[config.mk]
export PLATFORM = sky130hd
export DESIGN_NAME = cell_scheduler
export DESIGN_NICKNAME = d
export VERILOG_FILES = /design/src/rtl/cell_scheduler.sv
export SDC_FILE = /design/constraint.sdc
export NUM_CORES = 1
export LEC_CHECK = 0
export BUFFER_PORTS_ARGS = -buffer_cell sky130_fd_sc_hd__buf_2
export CORE_AREA = 2 2 234 236
export CTS_CLUSTER_SIZE = 16
export DETAILED_ROUTE_END_ITERATION = 8
export DIE_AREA = 0 0 236 238
export GPL_ROUTABILITY_DRIVEN = 0
export PLACE_DENSITY = 0.62
export SYNTH_ARGS = -nofsm -noshare
export SYNTH_HDL_FRONTEND = slang
export SYNTH_SLANG_ARGS = --single-unit
[constraint.sdc]
create_clock -name clk -period 3 [get_ports clk]
set_clock_uncertainty 0.05 [all_clocks]
set_input_delay 0.45 -clock clk [delete_from_list [all_inputs] [get_ports clk]]
set_output_delay 0.45 -clock clk [all_outputs]
set_load 0.005 [all_outputs]
[src/rtl/cell_scheduler.sv]
// Frame sequencer: walks every CELL_N x CELL_N window in raster order, gathers cells from two
// frame buffers, hands them to the cell processor and writes results back. Optional abort_i via CELL_SCHED_ABORT_EN.
module cell_scheduler #(
    parameter int IMG_W  = 640,
    parameter int IMG_H  = 480,
    parameter int CELL_N = 3,
    parameter int ADDR_W = $clog2(IMG_W*IMG_H)
) (
    input  logic                         clk,
    input  logic                         reset_n,
    input  logic                         start_i,
    input  logic [3:0]                   opcode_i,
    input  logic [7:0]                   user_i,
    output logic                         busy_o,
    output logic                         done_o,
    output logic                         err_o,
    output logic                         rd_en_o,
    output logic [ADDR_W-1:0]            rd_addr_o,
    input  logic [23:0]                  rd_data_a_i,
    input  logic [23:0]                  rd_data_b_i,
    output logic                         cell_valid_o,
    input  logic                         cell_ready_i,
    output logic [24*CELL_N*CELL_N-1:0]  cell_a_o,
    output logic [24*CELL_N*CELL_N-1:0]  cell_b_o,
    output logic [3:0]                   opcode_o,
    output logic [7:0]                   user_o,
    input  logic                         res_valid_i,
    input  logic [23:0]                  res_pixel_i,
    output logic                         wr_en_o,
    output logic [ADDR_W-1:0]            wr_addr_o,
    output logic [23:0]                  wr_data_o
`ifdef CELL_SCHED_ABORT_EN
    ,
    input  logic                         abort_i
`endif
);
    localparam int NN = CELL_N*CELL_N;
    localparam int KW = $clog2(NN+1);
    localparam int XW = $clog2(IMG_W+1);
    localparam int YW = $clog2(IMG_H+1);
    localparam int CW = $clog2(CELL_N+1);
    localparam logic [XW-1:0]     X_LAST = XW'(IMG_W-CELL_N);
    localparam logic [YW-1:0]     Y_LAST = YW'(IMG_H-CELL_N);
    localparam logic [KW-1:0]     K_LAST = KW'(NN);
    localparam logic [CW-1:0]     C_LAST = CW'(CELL_N-1);
    localparam logic [ADDR_W-1:0] A_ROW  = ADDR_W'(IMG_W);
    localparam logic [ADDR_W-1:0] A_WRAP = ADDR_W'(CELL_N);

    typedef enum logic [2:0] {S_IDLE, S_FETCH, S_ISSUE, S_WAIT, S_WRITE, S_DONE} state_t;

    state_t              r_state, w_state_next;
    logic                w_abort, w_start_ok, w_last_win;
    logic [KW-1:0]       r_k;
    logic [CW-1:0]       r_fcol;
    logic [ADDR_W-1:0]   r_row_off, r_base, r_wr_addr;
    logic [XW-1:0]       r_x;
    logic [YW-1:0]       r_y;
    logic [3:0]          r_opcode;
    logic [7:0]          r_user;
    logic [23:0]         r_res;
    logic                r_err;

`ifdef CELL_SCHED_ABORT_EN
    assign w_abort = abort_i;
`else
    assign w_abort = 1'b0;
`endif

    assign w_start_ok = start_i && (opcode_i <= 4'd11);
    assign w_last_win = (r_x == X_LAST) && (r_y == Y_LAST);

    always_ff @(posedge clk or negedge reset_n) begin
        if (!reset_n) r_state <= S_IDLE;
        else          r_state <= w_state_next;
    end

    always_comb begin
        w_state_next = r_state;
        if (w_abort && r_state != S_IDLE) begin
            w_state_next = S_IDLE;
        end else begin
            unique case (r_state)
                S_IDLE:  if (w_start_ok) w_state_next = S_FETCH;
                S_FETCH: if (r_k == K_LAST) w_state_next = S_ISSUE;
                S_ISSUE: if (cell_ready_i) w_state_next = S_WAIT;
                S_WAIT:  if (res_valid_i) w_state_next = S_WRITE;
                S_WRITE: w_state_next = w_last_win ? S_DONE : S_FETCH;
                S_DONE:  w_state_next = S_IDLE;
                default: w_state_next = S_IDLE;
            endcase
        end
    end

    always_comb begin
        busy_o       = (r_state != S_IDLE) && (r_state != S_DONE) && !w_abort;
        done_o       = (r_state == S_DONE) && !w_abort;
        rd_en_o      = (r_state == S_FETCH) && (r_k != K_LAST) && !w_abort;
        cell_valid_o = (r_state == S_ISSUE) && !w_abort;
        wr_en_o      = (r_state == S_WRITE) && !w_abort;
        err_o        = r_err;
        rd_addr_o    = r_base + r_row_off + ADDR_W'(r_fcol);
        wr_addr_o    = r_wr_addr;
        wr_data_o    = r_res;
        opcode_o     = r_opcode;
        user_o       = r_user;
    end

    // Output address equals the window ordinal because windows are visited in raster order.
    always_ff @(posedge clk or negedge reset_n) begin
        if (!reset_n) begin
            r_k       <= '0;
            r_fcol    <= '0;
            r_row_off <= '0;
            r_base    <= '0;
            r_wr_addr <= '0;
            r_x       <= '0;
            r_y       <= '0;
            r_opcode  <= '0;
            r_user    <= '0;
            r_res     <= '0;
            r_err     <= 1'b0;
        end else begin
            r_err <= (r_state == S_IDLE) && start_i && (opcode_i > 4'd11);
            unique case (r_state)
                S_IDLE: begin
                    if (w_start_ok) begin
                        r_opcode  <= opcode_i;
                        r_user    <= user_i;
                        r_k       <= '0;
                        r_fcol    <= '0;
                        r_row_off <= '0;
                        r_base    <= '0;
                        r_wr_addr <= '0;
                        r_x       <= '0;
                        r_y       <= '0;
                    end
                end
                S_FETCH: begin
                    if (r_k == K_LAST) begin
                        r_k       <= '0;
                        r_fcol    <= '0;
                        r_row_off <= '0;
                    end else begin
                        r_k <= r_k + KW'(1);
                        if (r_fcol == C_LAST) begin
                            r_fcol    <= '0;
                            r_row_off <= r_row_off + A_ROW;
                        end else begin
                            r_fcol <= r_fcol + CW'(1);
                        end
                    end
                end
                S_WAIT: if (res_valid_i) r_res <= res_pixel_i;
                S_WRITE: begin
                    r_wr_addr <= r_wr_addr + ADDR_W'(1);
                    if (r_x == X_LAST) begin
                        r_x    <= '0;
                        r_y    <= r_y + YW'(1);
                        r_base <= r_base + A_WRAP;
                    end else begin
                        r_x    <= r_x + XW'(1);
                        r_base <= r_base + ADDR_W'(1);
                    end
                end
                default: ;
            endcase
        end
    end

    // Element gi is read at fetch index gi, so its data lands while r_k == gi+1.
    generate
        for (genvar gi = 0; gi < NN; gi++) begin : g_cell
            logic [23:0] r_pix_a, r_pix_b;
            logic        w_cap;
            assign w_cap = (r_state == S_FETCH) && (r_k == KW'(gi+1)) && !w_abort;
            always_ff @(posedge clk or negedge reset_n) begin
                if (!reset_n) begin
                    r_pix_a <= '0;
                    r_pix_b <= '0;
                end else if (w_cap) begin
                    r_pix_a <= rd_data_a_i;
                    r_pix_b <= rd_data_b_i;
                end
            end
            assign cell_a_o[gi*24 +: 24] = r_pix_a;
            assign cell_b_o[gi*24 +: 24] = r_pix_b;
        end
    endgenerate
endmodule
==> flow_metrics.env, run 1 <==
export IMPL_gr_total_overflow=0
export IMPL_io_buffers=600
export IMPL_holdPathEnd="wr_data_o[20]"
export IMPL_cellLeakagePower_nw=14.2
export IMPL_rrSetupSlack_ns=0.29
export IMPL_rows=85
export IMPL_path_max_fanout=5
export IMPL_synth_area_um2=22100
export IMPL_p_seq_share_pct=42.1
export IMPL_cts_made_buffers=57
export IMPL_die_width_um=236
export IMPL_critical_path_class="reg -> out"
export IMPL_ir_drop_mv=0.647
export IMPL_required_ns=2.50
export IMPL_grt_max_degree=104
export IMPL_drc=0
export IMPL_r2r_end="g_cell[5].r_pix_b[23]"
export IMPL_clk_latency_ns=0.60
export IMPL_ys_types=59
export IMPL_cap_violations=0
export IMPL_hold_class="in -> reg"
export IMPL_crit_arrival_ns=2.67
export IMPL_die_y_um=238
export IMPL_relSlewSlack_pct=26.5
export IMPL_r2r_start="r_state[0]"
export IMPL_syn_nets=1682
export IMPL_power_density_nw_per_um2=989
export IMPL_yosysTopAreaCell="dfrtp_1"
export IMPL_yosysSeqAreaShare_pct=61.8
export IMPL_clk_pin_slew_ns=0.06
export IMPL_drive_gt1_share_pct=55.4
export IMPL_post_route_period_util_pct=106
export IMPL_hold_violations=0
export IMPL_routed_wl_mm=65.2
export IMPL_avgSynthCellArea_um2=14.2
export IMPL_async_flop_share_pct=100
export IMPL_p_sw_mw=8.97
export IMPL_cts_root_buf="clkbuf_16"
export IMPL_fin_hold_ws_ns=0.0413
export IMPL_endpoint_kind="output pin"
export IMPL_antenna_found_initial=2
export IMPL_intPower_mw=19.7
export IMPL_crit_start="r_row_off[10]"
export IMPL_first_pass_iters=4
export IMPL_p_total_mw=28.7
export IMPL_cp_num_buf_inv=2
export IMPL_final_nets=2378
export IMPL_max_stage_delay_ns=0.43
export IMPL_yosysTopAreaCellShare_pct=61.8
export IMPL_p_sw_share_pct=31.3
export IMPL_final_common_cell="buf_2"
export IMPL_dieArea_um2=56200
export IMPL_worst_slack_ns=-0.174
export IMPL_dp_hpwl_mm=44.3
export IMPL_dr_total_vias=15600
export IMPL_synthTopCellsByArea="dfrtp_1 (62%), mux2_2 (23%), ha_1 (1.8%), nand2_1 (1.6%), o21ai_0 (1.2%)"
export IMPL_setup_violations=9
export IMPL_worst_pin_slew_ns=1.10
export IMPL_fin_crit_ns=3.17
export IMPL_track_usage_pct=22.8
export IMPL_cts_tree="built"
export IMPL_layout_cells_non_filler=2998
export IMPL_clock_path_buffers=3
export IMPL_holdPathStages=2
export IMPL_nFillCells=4523
export IMPL_placedCellCount=2836
export IMPL_pwr_share_comb_pct=32.6
export IMPL_synthCells=1559
export IMPL_status="finished with violations"
export IMPL_slew_violations=0
export IMPL_grt_first_pass_wirelength_mm=98.8
export IMPL_core_area_um2=53500
export IMPL_synth_edff_count=0
export IMPL_grt_pass1_vias=16200
export IMPL_vias_per_cell=5.19
export IMPL_postLayoutCoreUtil_pct=54.2
export IMPL_ios=601
export IMPL_clkPwrFrac_pct=25.4
export IMPL_htreeDepth=2
export IMPL_wl_per_cell_um=21.8
export IMPL_yosys_warnings=0
export IMPL_layout_common_cells="buf_2 (599), dfrtp_1 (544), mux2_2 (457)"
export IMPL_r2r_cells=6
export IMPL_cp_cell_sequence="ha_4 -> ha_4 -> buf_4 -> a21oi_1 -> o211ai_1 -> a31oi_1 -> o21bai_1 -> xor2_1 -> buf_2"
export IMPL_cp_slowest_cell="dfrtp_2"
export IMPL_startpoint_type="register"
export IMPL_grt_setup_unrepaired="yes"
export IMPL_postRouteAntennaNets=0
export IMPL_crit_family="compound AO/OA/AOI/OAI gates"
export IMPL_crit_path_frequent_cell="ha_4"
export IMPL_synth_seq_cells=547
export IMPL_violations="negative setup slack"
export IMPL_ys_flop_type="dfrtp_1"
export IMPL_hp_start="res_pixel_i[20]"
export IMPL_clock_sinks=547
export IMPL_start_util_pct=41.4
export IMPL_max_freq_ghz=0.315
export IMPL_area_growth_pct=30.9
export IMPL_drtIter0Drc=743
sequential cells by signal, indices dropped and copies added (netlist names):
name and flops:
opcode_o 4, g_cell.r_pix_a 216, r_k 4, r_row_off 12, r_state 3, user_o 8
r_y 9, r_base 19, g_cell.r_pix_b 216, wr_data_o 24, r_fcol 2, wr_addr_o 19
r_x 10, err_o 1
power by group through the flow:
stage                     Sequential, mW  Clock [mW]  Combinational [mW]
after floorplan                     12.0           0                3.81
after global placement              12.0           0                9.06
after detailed placement            12.1           0                9.20
after CTS                           12.0        7.45                9.47
after global routing                12.4        7.71                10.1
final                               12.1        7.27                9.34
stage by stage:
| step | area, µm² | setup WS [ns] | TNS, ns |
|---|---|---|---|
| floorplan | 22100 | 0.505 | 0 |
| global route | 29000 | -0.307 | -2.18 |
| CTS | 28900 | -0.177 | -1.13 |
| finish | 29000 | -0.174 | -1.09 |
| detailed placement | 26300 | -0.0126 | -0.0126 |
| global placement | 26300 | 0.120 | 0 |
final cells by class:
cell class | count | area [µm²] | area share, %
clock buffers | 82 | 1640 | 5.66
clock inverters | 21 | 285 | 0.984
repair buffers | 704 | 4030 | 13.9
well taps | 696 | 871 | 3.00
diodes | 3 | 7.51 | 0.0259
multi-input cells | 931 | 8410 | 29.0
inverters | 14 | 52.6 | 0.181
flip-flops and latches | 547 | 13700 | 47.2
routing by layer:
metal	GRT usage [%]	up-vias	share of wire, %
li1	-	6977	-
met1	28.5	8027	41
met2	38.5	422	49
met3	4.74	134	5.4
met4	9.67	0	3.9
met5	0	-	0
kinds of logic (layout without fill, tap and decap cells):
group                    count (synthesis)  after routing  share of synthesized area (%)
AND/OR/NAND/NOR                        262            262                           5.89
multiplexers                           467            467                           23.7
flip-flops                             547            547                           61.8
adder cells (fa/ha/maj)                 34             34                           1.99
buffers and inverters                   81            821                           1.75
other                                    0              3                              0
XOR/XNOR                                23             23                          0.910
AO/OA/AOI/OAI                          145            145                           3.94
worst max path at each step:
stage	cells after the start	endpoint	slack, ns
CTS	9	rd_addr_o[17]	-0.18
floorplan	7	rd_addr_o[18]	0.50
detailed placement	8	rd_addr_o[18]	-0.01
finish	9	rd_addr_o[15]	-0.17
global route	9	rd_addr_o[17]	-0.31
global placement	8	rd_addr_o[18]	0.12
what timing repair did:
action | 4_1_cts | 5_1_grt
buffers inserted | 19 | 6
hold endpoints to repair | 78 | 0
resized for setup | 33 | 16
hold buffers | 31 | 0
pin swaps | 22 | 16
setup endpoints to repair | 12 | 10
Yosys cell counts, drive strengths merged (11+ instances only):
library cell  instances
mux2                460
o21ai                51
nor3                 11
and3                 11
dfrtp               547
a21oi                32
ha                   32
nand4                19
buf                  40
inv                  13
o211ai               13
nand2                96
nor2                 47
xnor2                13
o31ai                15
clkbuf               27
a31oi                13
nand3                38
Note: power is estimated with default switching activity, not from simulation.
==> run 2, diff against run 1 <==
Settings changed: CORE_AREA 2 2 234 236 to 4 4 229 231, DIE_AREA 0 0 236 238 to 0 0 233 235, PLACE_DENSITY 0.62 to 0.66.
==> run 2 against run 1 <==
  * The flow still finishes with violations (negative setup slack)
  * First-iteration DRC count increased by 6.2%
  * Die area down 2.5%
  * Maximum frequency grew 0.51%
  * Critical path type unchanged
  * Highest routed layer unchanged
==> flow_metrics.env, run 2 (same netlist as run 1, synthesis figures left out) <==
export IMPL_slew_violations=0
export IMPL_required_ns=2.50
export IMPL_core_area_um2=50100
export IMPL_first_pass_iters=5
export IMPL_postRouteAntennaNets=0
export IMPL_hold_class="in -> reg"
export IMPL_start_util_pct=44.2
export IMPL_dr_total_vias=15600
export IMPL_power_density_nw_per_um2=1010
export IMPL_track_usage_pct=23.7
export IMPL_gr_total_overflow=0
export IMPL_crit_arrival_ns=2.66
export IMPL_max_freq_ghz=0.317
export IMPL_antenna_found_initial=1
export IMPL_place_area_um2=26300
export IMPL_io_buffers=600
export IMPL_area_growth_pct=30.8
export IMPL_rows=82
export IMPL_clk_latency_ns=0.59
export IMPL_routed_wl_mm=66.1
export IMPL_final_common_cell="buf_2"
export IMPL_fin_crit_ns=3.16
export IMPL_final_cell_area_um2=29000
export IMPL_cts_root_buf="clkbuf_16"
export IMPL_clk_pin_slew_ns=0.06
export IMPL_wl_per_cell_um=22.3
export IMPL_dp_hpwl_mm=45.5
export IMPL_violations="negative setup slack"
export IMPL_final_nets=2371
export IMPL_worst_slack_ns=-0.158
export IMPL_ios=601
export IMPL_cts_tree="built"
export IMPL_grt_setup_unrepaired="yes"
export IMPL_ir_drop_mv=0.582
export IMPL_vias_per_cell=5.26
export IMPL_endpoint_kind="output pin"
export IMPL_cap_violations=0
export IMPL_cellLeakagePower_nw=14.3
export IMPL_cts_made_buffers=56
export IMPL_status="finished with violations"
export IMPL_dieArea_um2=54800
export IMPL_startpoint_type="register"
export IMPL_grt_first_pass_wirelength_mm=101
export IMPL_fin_hold_ws_ns=0.0472
export IMPL_p_total_mw=29.1
export IMPL_nFillCells=4121
export IMPL_clock_path_buffers=3
export IMPL_grt_max_degree=78
export IMPL_pre_cts_ws_ns=0.135
export IMPL_drtIter0Drc=789
export IMPL_post_route_period_util_pct=105
export IMPL_grt_pass1_vias=16400
export IMPL_die_y_um=235
export IMPL_postLayoutCoreUtil_pct=57.9
export IMPL_setup_violations=5
export IMPL_clock_sinks=547
export IMPL_path_max_fanout=2
export IMPL_die_width_um=233
export IMPL_critical_path_class="reg -> out"
export IMPL_drive_gt1_share_pct=55.5
export IMPL_layout_common_cells="buf_2 (599), dfrtp_1 (542), mux2_2 (457)"
export IMPL_relSlewSlack_pct=28.8
export IMPL_drc=0
export IMPL_worst_pin_slew_ns=1.06
export IMPL_htreeDepth=2
export IMPL_hold_violations=0
-- run 2: per-stage QoR --
step | cells | setup TNS (ns)
final | 2965 | -0.568
after global routing | 2965 | -1.60
after CTS | 2963 | -0.820
after detailed placement | 2816 | 0
after global placement | 2816 | 0
after floorplan | 1559 | 0
-- run 2: timing repair --
| item | 4_1_cts | 5_1_grt |
|---|---|---|
| hold buffers | 24 | 0 |
| gates resized for setup | 33 | 8 |
| setup endpoints to repair | 12 | 11 |
| buffers inserted | 21 | 2 |
| hold endpoints to repair | 88 | 0 |
| gates cloned | 0 | 0 |
| pin swaps | 21 | 11 |
-- run 2: layout make-up --
class | instances | area [µm²] | share of cell area, %
Clock inverter | 22 | 413 | 1.42
Clock buffer | 80 | 1600 | 5.53
Tap cell | 672 | 841 | 2.90
Sequential cell | 547 | 13700 | 47.3
Inverter | 14 | 52.6 | 0.181
Timing Repair Buffer | 698 | 3980 | 13.7
Multi-Input combinational cell | 931 | 8390 | 29.0
Antenna cell | 1 | 2.50 | 0.00864
-- run 2: worst paths after layout --
check	from	endpoint	slack [ns]	cells after the start
max reg2reg	r_x[2]	r_base[17]	0.45	8
min	res_pixel_i[4]	wr_data_o[4]	0.05	2
max in group asynchronous	reset_n	r_y[3]	1.47	4
min in group asynchronous	reset_n	g_cell[4].r_pix_b[7]	0.40	2
max	r_fcol[1]	rd_addr_o[17]	-0.16	9
min reg2reg	user_o[6]	user_o[6]	0.43	2
-- run 2: critical path, stage by stage, from the launching register on --
cell      delay (ns)
dfrtp_1         0.41
ha_4            0.26
ha_4            0.16
fa_2            0.40
nand3_2         0.10
o211ai_1        0.10
a31oi_1         0.23
o21bai_1        0.12
xor2_1          0.14
buf_2           0.13
-- run 2: metal layers --
layer,GRT usage (%),part of all wire [%],vias to the layer above
met5,0,0,-
li1,-,-,6961
met2,41.2,51,429
met3,5.85,6.1,106
met4,6.32,2.4,0
met1,29.5,40,8110
-- run 2: where the power goes --
| part | total [mW] | leakage [nW] | internal [mW] | switching, mW |
|---|---|---|---|---|
| clock | 7.59 | 0.986 | 4.66 | 2.93 |
| sequential | 12.1 | 6.83 | 10.4 | 1.69 |
| combinational | 9.46 | 6.44 | 5.03 | 4.43 |
==> run 3, diff against run 2 <==
Settings changed: ABC_AREA from default to 1.
==> run 3 against run 2 <==
  * The run still ends with negative setup slack left
  * Largest cell class unchanged
  * Non-clock buffer count shrank 21
  * Critical path depth is the same
  * Power shrank 1.1%
  * Utilization shrank 0.61 points
  * Clock power shrank 2%
==> flow_metrics.env, run 3 <==
export IMPL_status="finished with violations"
export IMPL_violations="negative setup slack"
export IMPL_die_width_um=233
export IMPL_yosysTopAreaCellShare_pct=62.0
export IMPL_final_common_cell="nand2_1"
export IMPL_clk_latency_ns=0.60
export IMPL_cts_made_buffers=56
export IMPL_holdPathStages=2
export IMPL_cts_root_buf="clkbuf_16"
export IMPL_grt_first_pass_wirelength_mm=113
export IMPL_die_y_um=235
export IMPL_drive_gt1_share_pct=28.9
export IMPL_worst_slack_ns=-0.0343
export IMPL_drtIter0Drc=1556
export IMPL_area_growth_pct=29.8
export IMPL_grt_setup_unrepaired="yes"
export IMPL_ios=601
export IMPL_p_seq_share_pct=42.3
export IMPL_slew_violations=0
export IMPL_r2r_cells=14
export IMPL_htreeDepth=2
export IMPL_critical_path_class="reg -> out"
export IMPL_intPower_mw=18.7
export IMPL_postRouteAntennaNets=0
export IMPL_synth_seq_cells=547
export IMPL_layout_common_cells="nand2_1 (719), buf_2 (599), dfrtp_1 (528)"
export IMPL_io_buffers=600
export IMPL_r2r_start="r_x[1]"
export IMPL_core_area_um2=50100
export IMPL_clkPwrFrac_pct=25.7
export IMPL_cellLeakagePower_nw=14.7
export IMPL_clk_pin_slew_ns=0.06
export IMPL_pre_cts_ws_ns=0.325
export IMPL_routed_wl_mm=73.1
export IMPL_dp_hpwl_mm=50.5
export IMPL_final_cell_area_um2=28700
export IMPL_ys_types=37
export IMPL_relSlewSlack_pct=28.4
export IMPL_hp_start="res_pixel_i[2]"
export IMPL_dieArea_um2=54800
export IMPL_drc=0
export IMPL_synthCells=2347
export IMPL_final_nets=3098
export IMPL_p_total_mw=28.8
export IMPL_crit_arrival_ns=2.53
export IMPL_post_route_period_util_pct=101
export IMPL_place_area_um2=25900
export IMPL_ys_flop_type="dfrtp_1"
export IMPL_avgSynthCellArea_um2=9.41
export IMPL_async_flop_share_pct=100
export IMPL_first_pass_iters=6
export IMPL_clock_path_buffers=3
export IMPL_hold_violations=0
export IMPL_yosysTopAreaCell="dfrtp_1"
export IMPL_gr_total_overflow=0
export IMPL_ir_drop_mv=0.562
export IMPL_antenna_found_initial=4
export IMPL_p_sw_share_pct=35.1
export IMPL_path_max_fanout=5
export IMPL_grt_max_degree=97
export IMPL_max_freq_ghz=0.330
export IMPL_vias_per_cell=5.19
export IMPL_power_density_nw_per_um2=1000
export IMPL_start_util_pct=44.1
export IMPL_wl_per_cell_um=19.8
export IMPL_dr_total_vias=19200
export IMPL_setup_violations=1
export IMPL_fin_crit_ns=3.03
export IMPL_grt_pass1_vias=19000
export IMPL_yosys_warnings=0
export IMPL_clock_sinks=547
export IMPL_hold_class="in -> reg"
export IMPL_rows=82
export IMPL_synthTopCellsByArea="dfrtp_1 (62%), nand2_1 (12%), o21ai_0 (11%), inv_1 (2.4%), ha_1 (1.8%)"
export IMPL_endpoint_kind="output pin"
export IMPL_cap_violations=0
export IMPL_nFillCells=4459
export IMPL_pwr_share_comb_pct=32.0
export IMPL_startpoint_type="register"
export IMPL_syn_nets=2470
export IMPL_fin_hold_ws_ns=0.0493
export IMPL_yosysSeqAreaShare_pct=62.0
export IMPL_track_usage_pct=26.0
export IMPL_synth_area_um2=22100
export IMPL_synth_most_common_cell="nand2_1"
export IMPL_synth_common_cells="nand2_1 (731), dfrtp_1 (547), o21ai_0 (467), inv_1 (141), nor2_1 (96)"
export IMPL_holdPathEnd="wr_data_o[2]"
export IMPL_p_sw_mw=10.1
export IMPL_synth_edff_count=0
export IMPL_rrSetupSlack_ns=0.50
export IMPL_required_ns=2.50
export IMPL_worst_pin_slew_ns=1.07
export IMPL_r2r_end="r_base[7]"
export IMPL_cts_tree="built"
-- run 3: cell type report --
class | count | area, µm² | share of cell area [%]
Timing Repair Buffer | 677 | 3770 | 13.1
Clock inverter | 28 | 365 | 1.27
Tap cell | 672 | 841 | 2.93
Antenna cell | 3 | 7.51 | 0.0262
Inverter | 143 | 537 | 1.87
Multi-Input combinational cell | 1550 | 7840 | 27.4
Clock buffer | 76 | 1600 | 5.57
Sequential cell | 547 | 13700 | 47.8
-- run 3: cells by family after synthesis --
family	after synthesis	synth area share (%)
AOI/OAI and AO/OA	521	12.0
xor gates and xnor gates	24	0.952
adders and majority gates	34	1.99
buffers and inverters	250	4.61
DFF	547	62.0
muxes	27	1.36
and+or+nand+nor	944	17.1
-- run 3: power groups by stage --
stage	combinational (mW)	sequential, mW	clock [mW]
after floorplan	3.59	12.3	0
after detailed placement	9.15	12.2	0
after CTS	9.25	12.2	7.57
after global placement	8.93	12.1	0
final	9.22	12.2	7.41
after global routing	10.3	12.5	7.86
-- run 3: worst max-delay path by stage --
| stage | slack [ns] | depth (start not counted) | from | to |
|---|---|---|---|---|
| after global routing | -0.10 | 9 | r_fcol[1] | rd_addr_o[11] |
| after CTS | -0.1 | 9 | r_base[1] | rd_addr_o[11] |
| final | -0.03 | 9 | r_fcol[1] | rd_addr_o[11] |
| after global placement | 0.36 | 9 | r_base[1] | rd_addr_o[11] |
| after detailed placement | 0.33 | 9 | r_base[1] | rd_addr_o[11] |
| after floorplan | 0.70 | 8 | r_base[1] | rd_addr_o[11] |
-- run 3: layer usage --
layer	global-route usage, %	routed length [µm]	share of wire, %	vias to the layer above
met5	0	12	0.016	-
met4	10.3	3110	4.3	2
met3	6.46	5960	8.2	178
met2	43.3	35700	49	786
met1	32.7	28300	39	9356
li1	-	-	-	8875
-- run 3: repair_timing --
action | in CTS | in global routing
setup buffers | 5 | 18
hold buffers | 21 | 0
pin swaps | 8 | 13
endpoints found under the hold margin | 66 | 0
gates resized for setup | 40 | 41
endpoints found under the setup margin | 14 | 12
-- run 3: per-stage QoR --
| stage | cells | setup TNS [ns] | utilization, % |
|---|---|---|---|
| global route | 3696 | -0.301 | 57.3 |
| floorplan | 2347 | 0 | - |
| global placement | 3545 | 0 | 51.7 |
| detailed placement | 3545 | 0 | 51.7 |
| CTS | 3675 | -0.224 | 56.7 |
| finish | 3696 | -0.0343 | 57.3 |
-- run 3: critical path, stage by stage (launching register included) --
cell and delay [ns]:
dfrtp_1 0.42, ha_4 0.29, ha_4 0.13, fa_2 0.22, nand2_4 0.07, o21ai_4 0.24
nand2_1 0.09, nand2_1 0.08, xor2_1 0.22, buf_2 0.16
